## src/rtl/fb_pixel_writer.sv

```systemverilog
// Write-side front end of the RGB565 scaled frame buffer: turns (x, y, colour)
// pixel beats into linear BRAM writes and runs full-frame clear sweeps.
module fb_pixel_writer #(
  parameter int FRAME_WIDTH  = 320,
  parameter int FRAME_HEIGHT = 180,
  parameter int ADDR_WIDTH   = 16
) (
  input  logic                  clk_in,
  input  logic                  rst_in,
  input  logic                  clear_in,
  input  logic [15:0]           clear_color_in,
  input  logic                  px_valid_in,
  output logic                  px_ready_out,
  input  logic [8:0]            px_x_in,
  input  logic [7:0]            px_y_in,
  input  logic [15:0]           px_data_in,
  input  logic                  px_last_in,
  output logic [ADDR_WIDTH-1:0] sbuf_w_addr_out,
  output logic                  sbuf_w_valid_out,
  output logic [15:0]           sbuf_w_data_out,
  output logic                  busy_out,
  output logic                  clear_done_out,
  output logic                  frame_done_out,
  output logic                  oob_out
);

  typedef enum logic [0:0] {IDLE, CLEAR} state_t;

  localparam logic [8:0]            X_LIMIT    = 9'(FRAME_WIDTH);
  localparam logic [7:0]            Y_LIMIT    = 8'(FRAME_HEIGHT);
  localparam logic [ADDR_WIDTH-1:0] ROW_STRIDE = ADDR_WIDTH'(FRAME_WIDTH);
  localparam logic [ADDR_WIDTH-1:0] LAST_ADDR  = ADDR_WIDTH'(FRAME_WIDTH * FRAME_HEIGHT - 1);

  state_t                  state;
  state_t                  next_state;
  logic [ADDR_WIDTH-1:0]   clear_cnt;
  logic [15:0]             clear_color;
  logic [ADDR_WIDTH-1:0]   px_addr;
  logic                    handshake;
  logic                    clear_accept;
  logic                    px_in_bounds;
  logic                    clear_last;

  assign handshake    = px_valid_in && px_ready_out && (state == IDLE);
  assign clear_accept = clear_in && (state == IDLE);
  assign px_in_bounds = (px_x_in < X_LIMIT) && (px_y_in < Y_LIMIT);
  assign px_addr      = ADDR_WIDTH'(px_x_in) + ADDR_WIDTH'(px_y_in) * ROW_STRIDE;
  assign clear_last   = (clear_cnt == LAST_ADDR);

  always_comb begin
    next_state = state;
    case (state)
      IDLE:    if (clear_accept) next_state = CLEAR;
      CLEAR:   if (clear_last) next_state = IDLE;
      default: next_state = IDLE;
    endcase
  end

  always_ff @(posedge clk_in or negedge rst_in) begin
    if (!rst_in) state <= IDLE;
    else         state <= next_state;
  end

  // Clear writes take priority; pixels can only retire while ready was high,
  // which never overlaps a cycle spent in CLEAR.
  always_ff @(posedge clk_in or negedge rst_in) begin
    if (!rst_in) begin
      px_ready_out     <= 1'b0;
      busy_out         <= 1'b0;
      sbuf_w_valid_out <= 1'b0;
      sbuf_w_addr_out  <= '0;
      sbuf_w_data_out  <= '0;
      clear_done_out   <= 1'b0;
      frame_done_out   <= 1'b0;
      oob_out          <= 1'b0;
      clear_cnt        <= '0;
      clear_color      <= '0;
    end else begin
      px_ready_out     <= (next_state == IDLE);
      busy_out         <= (next_state == CLEAR);
      sbuf_w_valid_out <= 1'b0;
      clear_done_out   <= 1'b0;
      frame_done_out   <= handshake && px_last_in;

      if (clear_accept) begin
        clear_color <= clear_color_in;
        clear_cnt   <= '0;
      end

      if (state == CLEAR) begin
        sbuf_w_valid_out <= 1'b1;
        sbuf_w_addr_out  <= clear_cnt;
        sbuf_w_data_out  <= clear_color;
        clear_done_out   <= clear_last;
        clear_cnt        <= clear_last ? '0 : clear_cnt + 1'b1;
      end else if (handshake && px_in_bounds) begin
        sbuf_w_valid_out <= 1'b1;
        sbuf_w_addr_out  <= px_addr;
        sbuf_w_data_out  <= px_data_in;
      end

      if (clear_accept)                    oob_out <= 1'b0;
      else if (handshake && !px_in_bounds) oob_out <= 1'b1;
    end
  end

endmodule
```

## config.mk

```make
export PLATFORM = sky130hd
export DESIGN_NAME = fb_pixel_writer
export DESIGN_NICKNAME = d
export VERILOG_FILES = /design/src/rtl/fb_pixel_writer.sv
export SDC_FILE = /design/constraint.sdc
export NUM_CORES = 1
export LEC_CHECK = 0
export ABC_AREA = 1
export CAP_MARGIN = 20
export CORE_AREA = 2 2 96 98
export CTS_CLUSTER_SIZE = 14
export DETAILED_ROUTE_END_ITERATION = 12
export DIE_AREA = 0 0 98 100
export PLACE_DENSITY = 0.75
export SLEW_MARGIN = 30
export SYNTH_ARGS = -nofsm -noshare
export SYNTH_HDL_FRONTEND = slang
export SYNTH_SLANG_ARGS = --single-unit
```

## constraint.sdc

```tcl
create_clock -name clk_in -period 1.4 [get_ports clk_in]
set_input_delay 0.21 -clock clk_in [delete_from_list [all_inputs] [get_ports clk_in]]
set_output_delay 0.21 -clock clk_in [all_outputs]
set_load 0.05 [all_outputs]
```

==> results.py <==
metrics = {
    "run_status": {
        "status": "finished, violations left",
        "violations": "negative setup slack",
    },
    "route": {
        "drt_wl_total_mm": 15.15,
        "ant_nets": 0,
        "vias_per_cell": 5.581,
        "avgRoutedWirePerCell_um": 19.22,
        "drt_iter0_drc": 409,
        "vias": 4398,
        "drc": 0,
        "dr.pass1.iters": 7,
    },
    "synth": {
        "yosysWarnings": 0,
        "yosysTopAreaCell": "dfrtp_1",
        "syn_nets": 561,
        "ys_ff_latch": 70,
        "ys_seq_area_share_pct": 45.74,
        "synth_cell_types": 36,
        "synth_edf_count": 0,
        "synthTopCellsByCount": "nand2_1 (194), dfrtp_1 (70), nand3_1 (51), inv_1 (46), nor2_1 (21)",
        "synthFlopType": "dfrtp_1",
        "yosysTopAreaCellShare_pct": 45.74,
        "avgSynthCellArea_um2": 7.832,
        "yosysMostFrequentCell": "nand2_1",
        "async_flop_share_pct": 100.0,
        "synth_area_mm2": 0.003830,
        "synthCells": 489,
        "synth.area.top_cells": "dfrtp_1 (46%), nand2_1 (19%), nand3_1 (6.7%), ha_1 (5.2%), inv_1 (4.5%)",
    },
    "sta": {
        "fin_ws_ns": -0.5676,
        "worst_pin_slew_ns": 0.4538,
        "relSlewSlack_pct": 69.52,
        "finalSetupViolations": 64,
        "min_period_ns": 1.968,
        "grt_setup_unrepaired": "yes",
        "drv_slew": 0,
        "finalHoldViolCount": 0,
        "setup-tns-final_ns": -10.45,
        "fin_crit_sh_pct": 140.5,
        "clock.fmax_mhz": 508.2,
        "fin_skew_ns": 0.01232,
    },
    "clocking": {
        "cts_root_buf": "clkbuf_8",
        "clk-insertion-delay-late_ns": 0.35,
        "cts_tree": "done",
        "clk_pin_slew_worst_paths_ns": 0.08,
        "cts_sinks": 70,
        "htree_levels": 3,
        "cts_buffers": 9,
        "cts.path.max_buffers": 2,
    },
    "setup_path": {
        "end_kind": "flip-flop",
        "cp_cell_sequence": "buf_8 -> ha_4 -> ha_4 -> inv_2 -> fa_1 -> nor2_2 -> nand3_2 -> nor2_1 -> and2_4 -> nor2_1 -> o21ai_0 -> nand3_1",
        "worst_setup_path_start_kind": "input port",
        "crit_start": "px_y_in[3]",
        "r2r_cells": 8,
        "worst-path-buf-inv": 2,
        "crit_cells": 12,
        "crit_slowest_cell": "fa_1",
        "cpPeakStageDelay_ns": 0.49,
        "arrival_ns": 2.17,
        "cp_max_fo": 3,
        "critPathTopFamily": "adder cells",
        "critPathRequiredTime_ns": 1.61,
        "cp-endpoint": "sbuf_w_addr_out[12]$_DFFE_PN0P_",
        "reg2reg_from": "clear_cnt[1]$_DFFE_PN0P_",
        "critical_path_class": "in -> reg",
        "rr_endpoint": "clear_cnt[14]$_DFFE_PN0P_",
        "reg2reg_setup_slack_ns": -0.28,
    },
    "floorplan": {
        "num_io_pins": 92,
        "rows": 35,
        "die-area_mm2": 0.009800,
        "initial_core_util_pct": 43.08,
        "die_y_um": 100,
        "die_w_um": 98,
        "core-area_mm2": 0.008890,
    },
    "power_and_ir_drop": {
        "peakVddDrop_mv": 0.9604,
        "power.leakage_nw": 3.772,
        "cellPowerDensity_mw_per_mm2": 1423,
    },
    "global_routing": {
        "grtUsageTotal_pct": 27.73,
        "grt_pass1_wl_mm": 21.58,
        "grt_pass1_vias": 4508,
        "antenna_found_initial": 0,
        "grt-ovfl-total": 0,
        "grt_max_degree": 71,
    },
    "placed_design": {
        "dp_cells": 733,
        "hpwl_mm": 7.834,
        "portBuffers": 91,
        "gp_congestion": 0.8456,
    },
    "layout": {
        "final_nets": 744,
        "syn2layout_area_growth_pct": 90.43,
        "drive_above_1_share_pct": 45.94,
        "stdcell_count": 788,
        "fillCellCount": 458,
        "antenna_cells": 0,
        "multi_input_area_mm2": 0.002628,
        "regArea_mm2": 0.001754,
    },
    "hold_path": {
        "min_path_type": "in -> reg",
    },
    "flow_run": {
        "maxCapViolCount": 0,
    },
}
## per-layer routing
layer | part of all wire, % | routed length, um | GRT usage, % | vias to the layer above
met5 | 0 | 0 | 0 | -
met4 | 4.0 | 610 | 11.54 | 0
met3 | 7.5 | 1129 | 5.989 | 75
met2 | 52 | 7843 | 47.89 | 258
met1 | 37 | 5562 | 33.83 | 2133
li1 | - | - | - | 1932
## where the power goes
part	switching, W	total [W]	leakage [nW]	internal [W]
sequential	0.000839	0.00343	0.897	0.00259
combinational	0.00275	0.00537	2.78	0.00263
clock	0.000872	0.00158	0.0970	0.000705
## cell families after synthesis
kind of cell	synth area share [%]
AOI/OAI and AO/OA	4.933
xor gates and xnor gates	2.058
adders and majority gates	6.272
buffers and inverters	6.959
DFF	45.74
and+or+nand+nor	34.04
## placed cells by master (no fill, tap or decap), drive strengths merged, types with 2 or more instances in the layout
cell type,count
o21ai,10
bufbuf,2
nor3,8
o22ai,7
ha,16
nand2,197
nand3,54
dfrtp,70
a21oi,7
nand4,9
clkbuf,12
inv,53
xnor2,3
nand3b,2
buf,132
clkinv,4
fa,2
dlygate4sd2,6
nor2,25
xor2,6
o211ai,2
clkdlybuf4s50,41
## worst min path at each step
stage | cells after the start | start | endpoint | slack, ns
floorplan | 0 | rst_in | busy_out$_DFF_PN0_ | -0.09
global placement | 2 | rst_in | sbuf_w_addr_out[8]$_DFFE_PN0P_ | 0.26
detailed placement | 2 | rst_in | sbuf_w_addr_out[8]$_DFFE_PN0P_ | 0.26
CTS | 4 | px_y_in[0] | sbuf_w_addr_out[6]$_DFFE_PN0P_ | 0.39
global route | 4 | px_y_in[0] | sbuf_w_addr_out[6]$_DFFE_PN0P_ | 0.40
finish | 4 | px_y_in[0] | sbuf_w_addr_out[6]$_DFFE_PN0P_ | 0.38
## worst reg2reg max path, cell delays in order (launching register included)
cell     delay [ns]
dfrtp_1        0.41
ha_4           0.17
nand3_4        0.09
nor3_4         0.33
nand2_4        0.11
nor2_4         0.19
nand3_2        0.11
nand2_2        0.09
o22ai_2        0.07
## final cells by class
class | count | share of cell area (%)
Multi-Input combinational cell | 354 | 36.03
Timing Repair Buffer | 185 | 32.54
Sequential cell | 70 | 24.05
Inverter | 52 | 2.968
Tap cell | 111 | 1.904
Clock buffer | 10 | 1.887
Clock inverter | 6 | 0.6176
## sequential cells by signal, summed over array words and instances (netlist names)
name,cells
sbuf_w_valid_out,1
sbuf_w_addr_out,16
sbuf_w_data_out,16
clear_cnt,16
px_ready_out,1
oob_out,1
clear_done_out,1
busy_out,1
frame_done_out,1
clear_color,16
## per-stage QoR
stage | hold WS, ns | setup WS (ns) | power (W) | util [%] | cell area (um2)
after floorplan | -0.08559 | -0.5306 | 0.005162 | - | 3918
after global placement | 0.2629 | -1.114 | 0.007364 | 64.83 | 5763
after detailed placement | 0.2605 | -1.213 | 0.007489 | 64.83 | 5763
after CTS | 0.3895 | -0.4470 | 0.009576 | 77.04 | 6849
after global routing | 0.3986 | -0.6779 | 0.01080 | 82.04 | 7293
final | 0.3839 | -0.5676 | 0.01038 | 82.04 | 7293
## repair_timing
| action | CTS | global route |
|---|---|---|
| hold buffers | 1 | 0 |
| setup buffers | 19 | 13 |
| cloned | 9 | 1 |
| endpoints found under the hold margin | 70 | 0 |
| pin swaps | 28 | 34 |
| setup endpoints to repair | 48 | 67 |
| resized for setup | 133 | 97 |
(Power assumes the default switching activity.)
